### config.mk
export PLATFORM = sky130hd
export DESIGN_NAME = data_mem_arbiter
export DESIGN_NICKNAME = d
export VERILOG_FILES = /design/src/rtl/data_mem_arbiter_pkg.sv /design/src/rtl/data_mem_arbiter_sat_counter.sv /design/src/rtl/data_mem_arbiter.sv
export SDC_FILE = /design/constraint.sdc
export NUM_CORES = 1
export LEC_CHECK = 0
export CORE_ASPECT_RATIO = 1.25
export CORE_MARGIN = 10
export CORE_UTILIZATION = 43
export CTS_BUF_LIST = sky130_fd_sc_hd__clkbuf_8
export CTS_CLUSTER_SIZE = 12
export DETAILED_ROUTE_END_ITERATION = 6
export GPL_TIMING_DRIVEN = 0
export PLACE_DENSITY_LB_ADDON = 0.08
export SLEW_MARGIN = 30
export SYNTH_ARGS = -nofsm -noshare
export SYNTH_HDL_FRONTEND = slang
export SYNTH_SLANG_ARGS = --single-unit
### constraint.sdc
create_clock -name clk -period 3.9 [get_ports clk]
set_input_delay 0.975 -clock clk [delete_from_list [all_inputs] [get_ports clk]]
set_output_delay 0.975 -clock clk [all_outputs]
set_load 0.01 [all_outputs]
### src/rtl/data_mem_arbiter_pkg.sv
// Shared definitions for the data RAM arbiter: owner codes, arbiter states, default widths.
package data_mem_arbiter_pkg;

  localparam int unsigned DEF_DATA_W = 8;
  localparam int unsigned DEF_ADDR_W = 10;

  typedef enum logic [1:0] {
    OWN_NONE = 2'd0,
    OWN_P    = 2'd1,
    OWN_L    = 2'd2
  } owner_t;

  typedef enum logic {
    ARB_IDLE   = 1'b0,
    ARB_LOCK_L = 1'b1
  } arb_state_t;

endpackage

### src/rtl/data_mem_arbiter_sat_counter.sv
// Saturating up-counter; clear with inc loads 1 so a new run can start in the same cycle.
module sat_counter #(
  parameter int unsigned W   = 4,
  parameter int unsigned MAX = 4
) (
  input  logic clk,
  input  logic rst,
  input  logic iInc,
  input  logic iClr,
  output logic oSat
);

  logic [W-1:0] cnt;

  always_ff @(posedge clk or posedge rst) begin
    if (rst) begin
      cnt <= '0;
    end else if (iClr) begin
      cnt <= iInc ? W'(1) : '0;
    end else if (iInc && !oSat) begin
      cnt <= cnt + W'(1);
    end
  end

  assign oSat = (cnt == W'(MAX));

endmodule

### src/rtl/data_mem_arbiter.sv
// Shares the MEM-stage data RAM between the pipeline (P) and the loader (L) with
// zero-latency grants, starvation relief for L, bounded L bursts and registered read return.
module data_mem_arbiter
  import data_mem_arbiter_pkg::*;
#(
  parameter int unsigned DATA_W       = DEF_DATA_W,
  parameter int unsigned ADDR_W       = DEF_ADDR_W,
  parameter int unsigned STARVE_LIMIT = 4,
  parameter int unsigned LOCK_MAX     = 16
) (
  input  logic              clk,
  input  logic              rst,
  input  logic              iReqP,
  input  logic              iWeP,
  input  logic [ADDR_W-1:0] iAddrP,
  input  logic [DATA_W-1:0] iDataP,
  output logic              oGntP,
  output logic              oStallP,
  output logic              oRdValidP,
  input  logic              iReqL,
  input  logic              iWeL,
  input  logic              iLockL,
  input  logic [ADDR_W-1:0] iAddrL,
  input  logic [DATA_W-1:0] iDataL,
  output logic              oGntL,
  output logic              oRdValidL,
  output logic              oRamWe,
  output logic [ADDR_W-1:0] oRamAddr,
  output logic [DATA_W-1:0] oRamData,
  input  logic [DATA_W-1:0] iRamData,
  output logic [DATA_W-1:0] oRdData
);

  localparam int unsigned STARVE_W = 4;
  localparam int unsigned LOCK_W   = 8;

  arb_state_t        state, stateNext;
  owner_t            rdOwner;
  logic              pPrio, pPrioNext;
  logic              forcedRel, lPrio;
  logic              gntP, gntL;
  logic              starveInc, starveSat;
  logic              lockInc, lockClr, lockSat;
  logic              rdP, rdL;
  logic [ADDR_W-1:0] lastAddr, ramAddr;
  logic [DATA_W-1:0] lastData, ramData, rdData;

  sat_counter #(.W(STARVE_W), .MAX(STARVE_LIMIT)) uStarveCnt (
    .clk  (clk),
    .rst  (rst),
    .iInc (starveInc),
    .iClr (!starveInc),
    .oSat (starveSat)
  );

  sat_counter #(.W(LOCK_W), .MAX(LOCK_MAX)) uLockCnt (
    .clk  (clk),
    .rst  (rst),
    .iInc (lockInc),
    .iClr (lockClr),
    .oSat (lockSat)
  );

  always_ff @(posedge clk or posedge rst) begin
    if (rst) begin
      state <= ARB_IDLE;
      pPrio <= 1'b0;
    end else begin
      state <= stateNext;
      pPrio <= pPrioNext;
    end
  end

  // A burst that reached LOCK_MAX is arbitrated as idle this cycle, with P favoured.
  always_comb begin
    stateNext = state;
    pPrioNext = pPrio;
    forcedRel = 1'b0;
    lPrio     = 1'b0;
    gntP      = 1'b0;
    gntL      = 1'b0;
    lockInc   = 1'b0;
    lockClr   = 1'b0;
    if (state == ARB_LOCK_L && !lockSat) begin
      gntL    = iReqL;
      lockInc = 1'b1;
      if (!iLockL || !iReqL) begin
        stateNext = ARB_IDLE;
      end
    end else begin
      forcedRel = (state == ARB_LOCK_L);
      lPrio     = starveSat && !(pPrio || forcedRel);
      gntP      = iReqP && !(iReqL && lPrio);
      gntL      = iReqL && !gntP;
      stateNext = ARB_IDLE;
      if (iReqP && iReqL) begin
        pPrioNext = 1'b0;
      end else if (forcedRel) begin
        pPrioNext = 1'b1;
      end
      if (gntL && iLockL) begin
        stateNext = ARB_LOCK_L;
        lockClr   = 1'b1;
        lockInc   = 1'b1;
      end
    end
    if (rst) begin
      gntP = 1'b0;
      gntL = 1'b0;
    end
  end

  assign starveInc = iReqL && !gntL;

  // Address and data hold their last driven value when nobody owns the RAM.
  always_comb begin
    ramAddr = lastAddr;
    ramData = lastData;
    if (gntP) begin
      ramAddr = iAddrP;
      ramData = iDataP;
    end else if (gntL) begin
      ramAddr = iAddrL;
      ramData = iDataL;
    end
  end

  assign rdP = gntP && !iWeP;
  assign rdL = gntL && !iWeL;

  always_ff @(posedge clk or posedge rst) begin
    if (rst) begin
      rdOwner  <= OWN_NONE;
      rdData   <= '0;
      lastAddr <= '0;
      lastData <= '0;
    end else begin
      rdOwner <= OWN_NONE;
      if (rdP) begin
        rdOwner <= OWN_P;
      end else if (rdL) begin
        rdOwner <= OWN_L;
      end
      if (rdP || rdL) begin
        rdData <= iRamData;
      end
      if (gntP || gntL) begin
        lastAddr <= ramAddr;
        lastData <= ramData;
      end
    end
  end

  assign oGntP     = gntP;
  assign oGntL     = gntL;
  assign oStallP   = iReqP && !gntP;
  assign oRamWe    = (gntP && iWeP) || (gntL && iWeL);
  assign oRamAddr  = ramAddr;
  assign oRamData  = ramData;
  assign oRdValidP = (rdOwner == OWN_P);
  assign oRdValidL = (rdOwner == OWN_L);
  assign oRdData   = rdData;

endmodule

Word-level counts from Yosys, hierarchy flattened
Index checks and enable logic that the tools add are counted.
{"block": "word_totals", "word_cells": 73, "reg_bits": 42, "out_inout_bits": 32, "input_bits": 51}
{"block": "classes", "n_reduce_logical": 34, "add_sub_neg": 2, "n_mux": 22, "bitwise": 1, "eq_ne": 6}
{"cell": "$mux 8", "count": 4}
{"cell": "$mux 10", "count": 2}
{"cell": "$logic_and 1x1->1", "count": 15}
{"cell": "$mux 1", "count": 12}
{"cell": "$logic_not 1->1", "count": 11}
{"cell": "$add 8x1->8 const B", "count": 1}
{"cell": "$eq 8x5->1 const B", "count": 1}
{"cell": "$mux 4", "count": 2}
{"cell": "$logic_or 1x1->1", "count": 5}
{"cell": "$add 4x1->4 const B", "count": 1}
{"cell": "$eq 4x3->1 const B", "count": 1}
{"cell": "$mux 2", "count": 2}
{"cell": "$reduce_bool 2->1", "count": 2}
{"cell": "$eq 2x1->1 const B", "count": 1}
{"cell": "$eq 2x2->1 const B", "count": 1}
{"cell": "$ne 2x1->1 const B", "count": 1}
{"cell": "$ne 2x2->1 const B", "count": 1}
{"cell": "$reduce_and 2->1", "count": 1}
{"cell": "$not 1->1", "count": 1}

Depth between registers and ports, before layout
{"block": "logic_depth", "depth_word": 15, "ltp_mapped": 8, "depth_no_buf": 6}

By module
A second synthesis with hierarchy kept.
{"block": "hier_totals", "cells_unflattened": 208, "area_unflattened_um2": 2243.4}
{"module": "data_mem_arbiter", "cells_per_inst": 137, "n_inst": 1, "seq_area_each_um2": 750.7, "area_per_inst_um2": 1552.7}
{"module": "sat_counter (uLockCnt)", "cells_per_inst": 47, "n_inst": 1, "seq_area_each_um2": 200.2, "area_per_inst_um2": 452.9}
{"module": "sat_counter (uStarveCnt)", "cells_per_inst": 24, "n_inst": 1, "seq_area_each_um2": 100.1, "area_per_inst_um2": 237.7}

Least setup slack after synthesis
No wires, ideal clock.
{"block": "synth_timing", "kind": "input to output", "start": "input port rst", "end": "output port oRamAddr[0]", "slack_ns": -0.239, "n_path_buf": 1, "arrival_time_ns": 3.164, "stages": 4, "cell_sequence": "clkinv_1 > clkbuf_1 > a31oi_1 > a221o_2"}
{"block": "synth_via", "elab_chain_len": 3}
{"item": "start: declaration", "line": "data_mem_arbiter.sv:12", "text": "input logic rst,"}
{"item": "$mux 1", "line": "data_mem_arbiter.sv:107", "text": "if (rst) begin"}
{"item": "$mux 10", "line": "data_mem_arbiter.sv:122", "text": "end else if (gntL) begin"}
{"item": "$mux 10 *", "line": "data_mem_arbiter.sv:119", "text": "if (gntP) begin"}
{"item": "end: declaration", "line": "data_mem_arbiter.sv:28", "text": "output logic [ADDR_W-1:0] oRamAddr,"}
Mark *: on every way between the ends. The rest lies on a longest branch, timed or not.

Worst setup path in the final report
{"block": "layout_timing", "start": "input port iReqL", "end": "output port oRamData[0]"}
{"block": "layout_via", "elab_chain_len": 9}
{"item": "start: declaration", "line": "data_mem_arbiter.sv:20", "text": "input logic iReqL,"}
{"item": "$logic_and 1x1->1", "line": "data_mem_arbiter.sv:93", "text": "gntP = iReqP && !(iReqL && lPrio);"}
{"item": "$logic_not 1->1", "line": "data_mem_arbiter.sv:93"}
{"item": "$logic_and 1x1->1", "line": "data_mem_arbiter.sv:93"}
{"item": "$logic_not 1->1", "line": "data_mem_arbiter.sv:94", "text": "gntL = iReqL && !gntP;"}
{"item": "$logic_and 1x1->1", "line": "data_mem_arbiter.sv:94"}
{"item": "$mux 1", "line": "data_mem_arbiter.sv:84", "text": "if (state == ARB_LOCK_L && !lockSat) begin"}
{"item": "$mux 1", "line": "data_mem_arbiter.sv:107"}
{"item": "$mux 8", "line": "data_mem_arbiter.sv:122"}
{"item": "$mux 8 *", "line": "data_mem_arbiter.sv:119"}
{"item": "end: declaration", "line": "data_mem_arbiter.sv:29", "text": "output logic [DATA_W-1:0] oRamData,"}
Marks and branches as above.

==> impl_metrics.json <==
{
  "result_of_the_run": "finished clean",
  "ys_top_cells_by_area": "dfrtp_1 41%, a221o_1 13%, a31oi_1 4.7%",
  "die_area_mm2": 0.00942,
  "place.gp.congestion": 0.795,
  "number_of_violations_reported_at_the_end_of_detailed_routing_iteration_0": 106,
  "drt-pass1-iter-count": 4,
  "path_depth": 9,
  "post-route-worst-setup-slack_ns": 0.0480,
  "power.density_cell_area_mw_per_mm2": 346,
  "preCtsSetupSlack_ns": -0.620,
  "hold_start": "pPrio",
  "finalSetupViolCount": 0,
  "drtAntennaViolNets": 0,
  "avgViaCountPerCell": 6.10,
  "cts-root-buf": "clkbuf_8",
  "crit_chain": "clkdlybuf4s15_2 -> or3b_4 -> o21a_1 -> buf_6 -> a21oi_4 -> buf_4 -> buf_6 -> a221o_1 -> dlygate4sd2_1",
  "number_of_buffers_and_inverters_on_the_critical_path": 5,
  "regToRegStartpoint": "uStarveCnt.cnt[0]",
  "cts-root-to-sink-buffers": 2,
  "area_growth_pct": 46.1,
  "syn_area_per_cell_um2": 9.99,
  "num-nets-final": 406,
  "wl_per_cell_um": 19.1,
  "layout-drive-gt1-share_pct": 16.5,
  "worst-path-max-fanout": 6,
  "postRouteWirelength_um": 7990,
  "worst_pin_slew_ns": 0.570,
  "cpPeakStageDelay_ns": 0.43,
  "start_util_pct": 44.1,
  "worst-setup-path-type": "primary input to output port",
  "largest_net_degree_at_the_start_of_global_routing": 52,
  "grt_pass1_wl_um": 12600,
  "path_delay_family": "buffers and inverters",
  "cp-start-kind": "primary input",
  "ioPinCount": 83,
  "hold-path-cell-count": 2,
  "synth_top_area_share_pct": 41.3,
  "clock_skew_ns": 0.00841,
  "worst_reg_to_reg_setup_slack_ns": 1.61,
  "remaining_drc_errors": 0,
  "first_global_vias": 2590,
  "die_h_um": 106,
  "dp_hpwl_um": 5730,
  "p_leak_nw": 1.61,
  "fillers": 475,
  "post_synthesis_sequential_area_ratio_pct": 41.3,
  "slowest_stage": "or3b_4",
  "worstSkewPairLatency_ns": 0.30,
  "number_of_endpoints_with_negative_hold_slack_in_the_final_report": 0,
  "synth_largest_area_cell": "dfrtp_1",
  "row_count": 31,
  "grt_antenna_before_repair": 1,
  "via_count": 2551,
  "period_share_pct": 98.8,
  "tritoncts": "built",
  "synth.ff_latch_count": 42,
  "maxClockFrequency_ghz": 0.260,
  "yosysWarnings": 0,
  "htree_levels": 2,
  "fin_tns_setup_ns": 0,
  "synthesis.area_mm2": 0.00255,
  "min_path_type": "flip-flop to flip-flop",
  "critPathMostFrequentCell": "buf_6",
  "timing.final.crit_period_ns": 3.85,
  "cts_hold_repair.buffers": 0,
  "crit_required_ns": 2.92,
  "ys_types": 45,
  "syn_nets": 310,
  "ir_worst_vdd_uv": 181,
  "timing.critical_path.to_type": "output port",
  "maxCapViolations": 0,
  "report.final.slew_viol_count": 0,
  "cts-buffers-inserted": 5,
  "worst_hold_path.endpoint": "pPrio",
  "clock-sinks": 42,
  "critical_path_arrival_ns": 2.88,
  "core_region_area_mm2": 0.00578,
  "reg2reg_to": "lastAddr[0]",
  "dieWidth_um": 88.8,
  "worst_slew_margin_rel_pct": 61.7,
  "port_buffers": 81,
  "clkSlewWorstSetupHoldPaths_ns": 0.08,
  "grt_util_all_layers_pct": 16.6,
  "r2r_cells": 10,
  "syn-instance-count": 255,
  "global_route.overflow_total": 0
}
## power by group
group	leakage (nW)	internal, W	switching, W	total (W)
logic	1.03	0.000244	0.000225	0.000470
registers	0.538	0.000502	0.0000465	0.000548
clock network	0.0466	0.000118	0.000152	0.000270
## layer usage
layer | up-vias | wire (µm) | part of all wire (%) | global-route usage (%)
li1 | 1205 | - | - | -
met1 | 1226 | 3270 | 41 | 19.5
met2 | 107 | 3790 | 47 | 26.0
met3 | 13 | 794 | 9.9 | 7.33
met4 | 0 | 132 | 1.7 | 5.79
met5 | - | 0 | 0 | 0
## stage by stage
step / instance area [µm²] / utilization, % / std cells / hold slack (ns) / total power, W
after global placement: 3440 / 59.5 / 402 / 0.489 / 0.00100
after CTS: 3590 / 62.0 / 414 / 0.540 / 0.00128
after detailed placement: 3440 / 59.6 / 402 / 0.514 / 0.00101
after floorplan: 2550 / - / 255 / 0.464 / 0.000795
after global routing: 3720 / 64.4 / 418 / 0.558 / 0.00136
final: 3720 / 64.4 / 418 / 0.543 / 0.00129
## worst min-delay path: cells and delay by family (launching register included)
kind | cells | cell delay (ns)
flops | 1 | 0.36
compound gates | 1 | 0.09
simple gates | 1 | 0.06
## area by class of cell
cell class / count / area, µm² / area share (%)
diodes: 1 / 2.50 / 0.0672
multi-input cells: 185 / 1410 / 37.9
inverters: 6 / 23.8 / 0.639
well taps: 66 / 82.6 / 2.22
plain buffers: 22 / 195 / 5.25
clock buffers: 5 / 68.8 / 1.85
repair buffers: 89 / 880 / 23.6
clock inverters: 2 / 7.51 / 0.202
flip-flops and latches: 42 / 1050 / 28.2
## cells in the final DEF (no fill, tap or decap), types with 2 or more instances in the layout
cell type / n
a31oi_4: 4
a31oi_2: 6
a221o_1: 32
clkbuf_8: 5
a221o_2: 4
xnor2_1: 2
o21ai_4: 2
nor2b_1: 3
nor3_1: 7
clkbuf_1: 2
nand2_1: 27
inv_1: 7
ha_1: 4
nand4_1: 4
buf_4: 11
o311ai_1: 2
dfrtp_1: 42
o211ai_1: 9
dlymetal6s2s_1: 10
nor2_1: 3
clkbuf_2: 2
clkdlybuf4s50_1: 58
o31ai_1: 2
o21ai_0: 22
a31oi_1: 9
o21a_1: 2
or3_1: 2
dlygate4sd2_1: 10
a21oi_1: 4
nor3b_1: 9
nand3_1: 9
clkbuf_4: 2
buf_2: 3
buf_6: 9
## how the worst max path moves through the flow
stage,startpoint,to,slack (ns)
after global routing,iReqL,oRamData[0],-0.01
after floorplan,rst,oRamAddr[0],0.54
after CTS,iReqL,oRamData[7],-0.19
final,iReqL,oRamData[0],0.05
after global placement,rst,oRamAddr[2],-0.89
after detailed placement,iReqL,oRamData[3],-0.62
## state kept, by name, summed over array words and instances (netlist names)
register and cells:
uLockCnt.cnt 8, uStarveCnt.cnt 4, lastData 8, state 1
rdOwner 2, lastAddr 10, oRdData 8, pPrio 1
## cell families (layout without fill, tap and decap cells)
| kind of cell | count (synthesis) | in the layout | synth area share (%) |
|---|---|---|---|
| AO/OA/AOI/OAI | 105 | 105 | 33.0 |
| AND/OR/NAND/NOR | 73 | 73 | 15.6 |
| flip-flops | 42 | 42 | 41.3 |
| buffers and inverters | 28 | 124 | 7.17 |
| adder cells (fa/ha/maj) | 4 | 4 | 1.97 |
| XOR/XNOR | 3 | 3 | 1.03 |
| other | 0 | 1 | 0 |
## cell usage after synthesis (all sizes together)
cell,instances
xor2,1
a21oi,5
buf,16
o21a,2
o311ai,2
inv,5
nand4bb,1
xnor2,2
nand4,4
a21boi,1
nand3,9
clkbuf,6
a211oi,2
or2,1
nor2b,3
o21ai,25
or2b,1
nand2,27
ha,4
a22o,1
and4bb,1
nor3b,9
nand3b,1
nor3,8
or3,2
or3b,1
o211ai,9
or4,1
a221o,36
and3,1
o31ai,2
a31oi,19
a311oi,1
clkinv,1
dfrtp,42
nor2,3
## what timing repair did
item,in CTS,in global routing
pin swaps,2,0
gates resized for setup,26,27
gates cloned,0,0
setup buffers,5,3
setup endpoints to repair,22,12
hold endpoints to repair,0,0
Note: power is estimated with default switching activity, not from simulation.
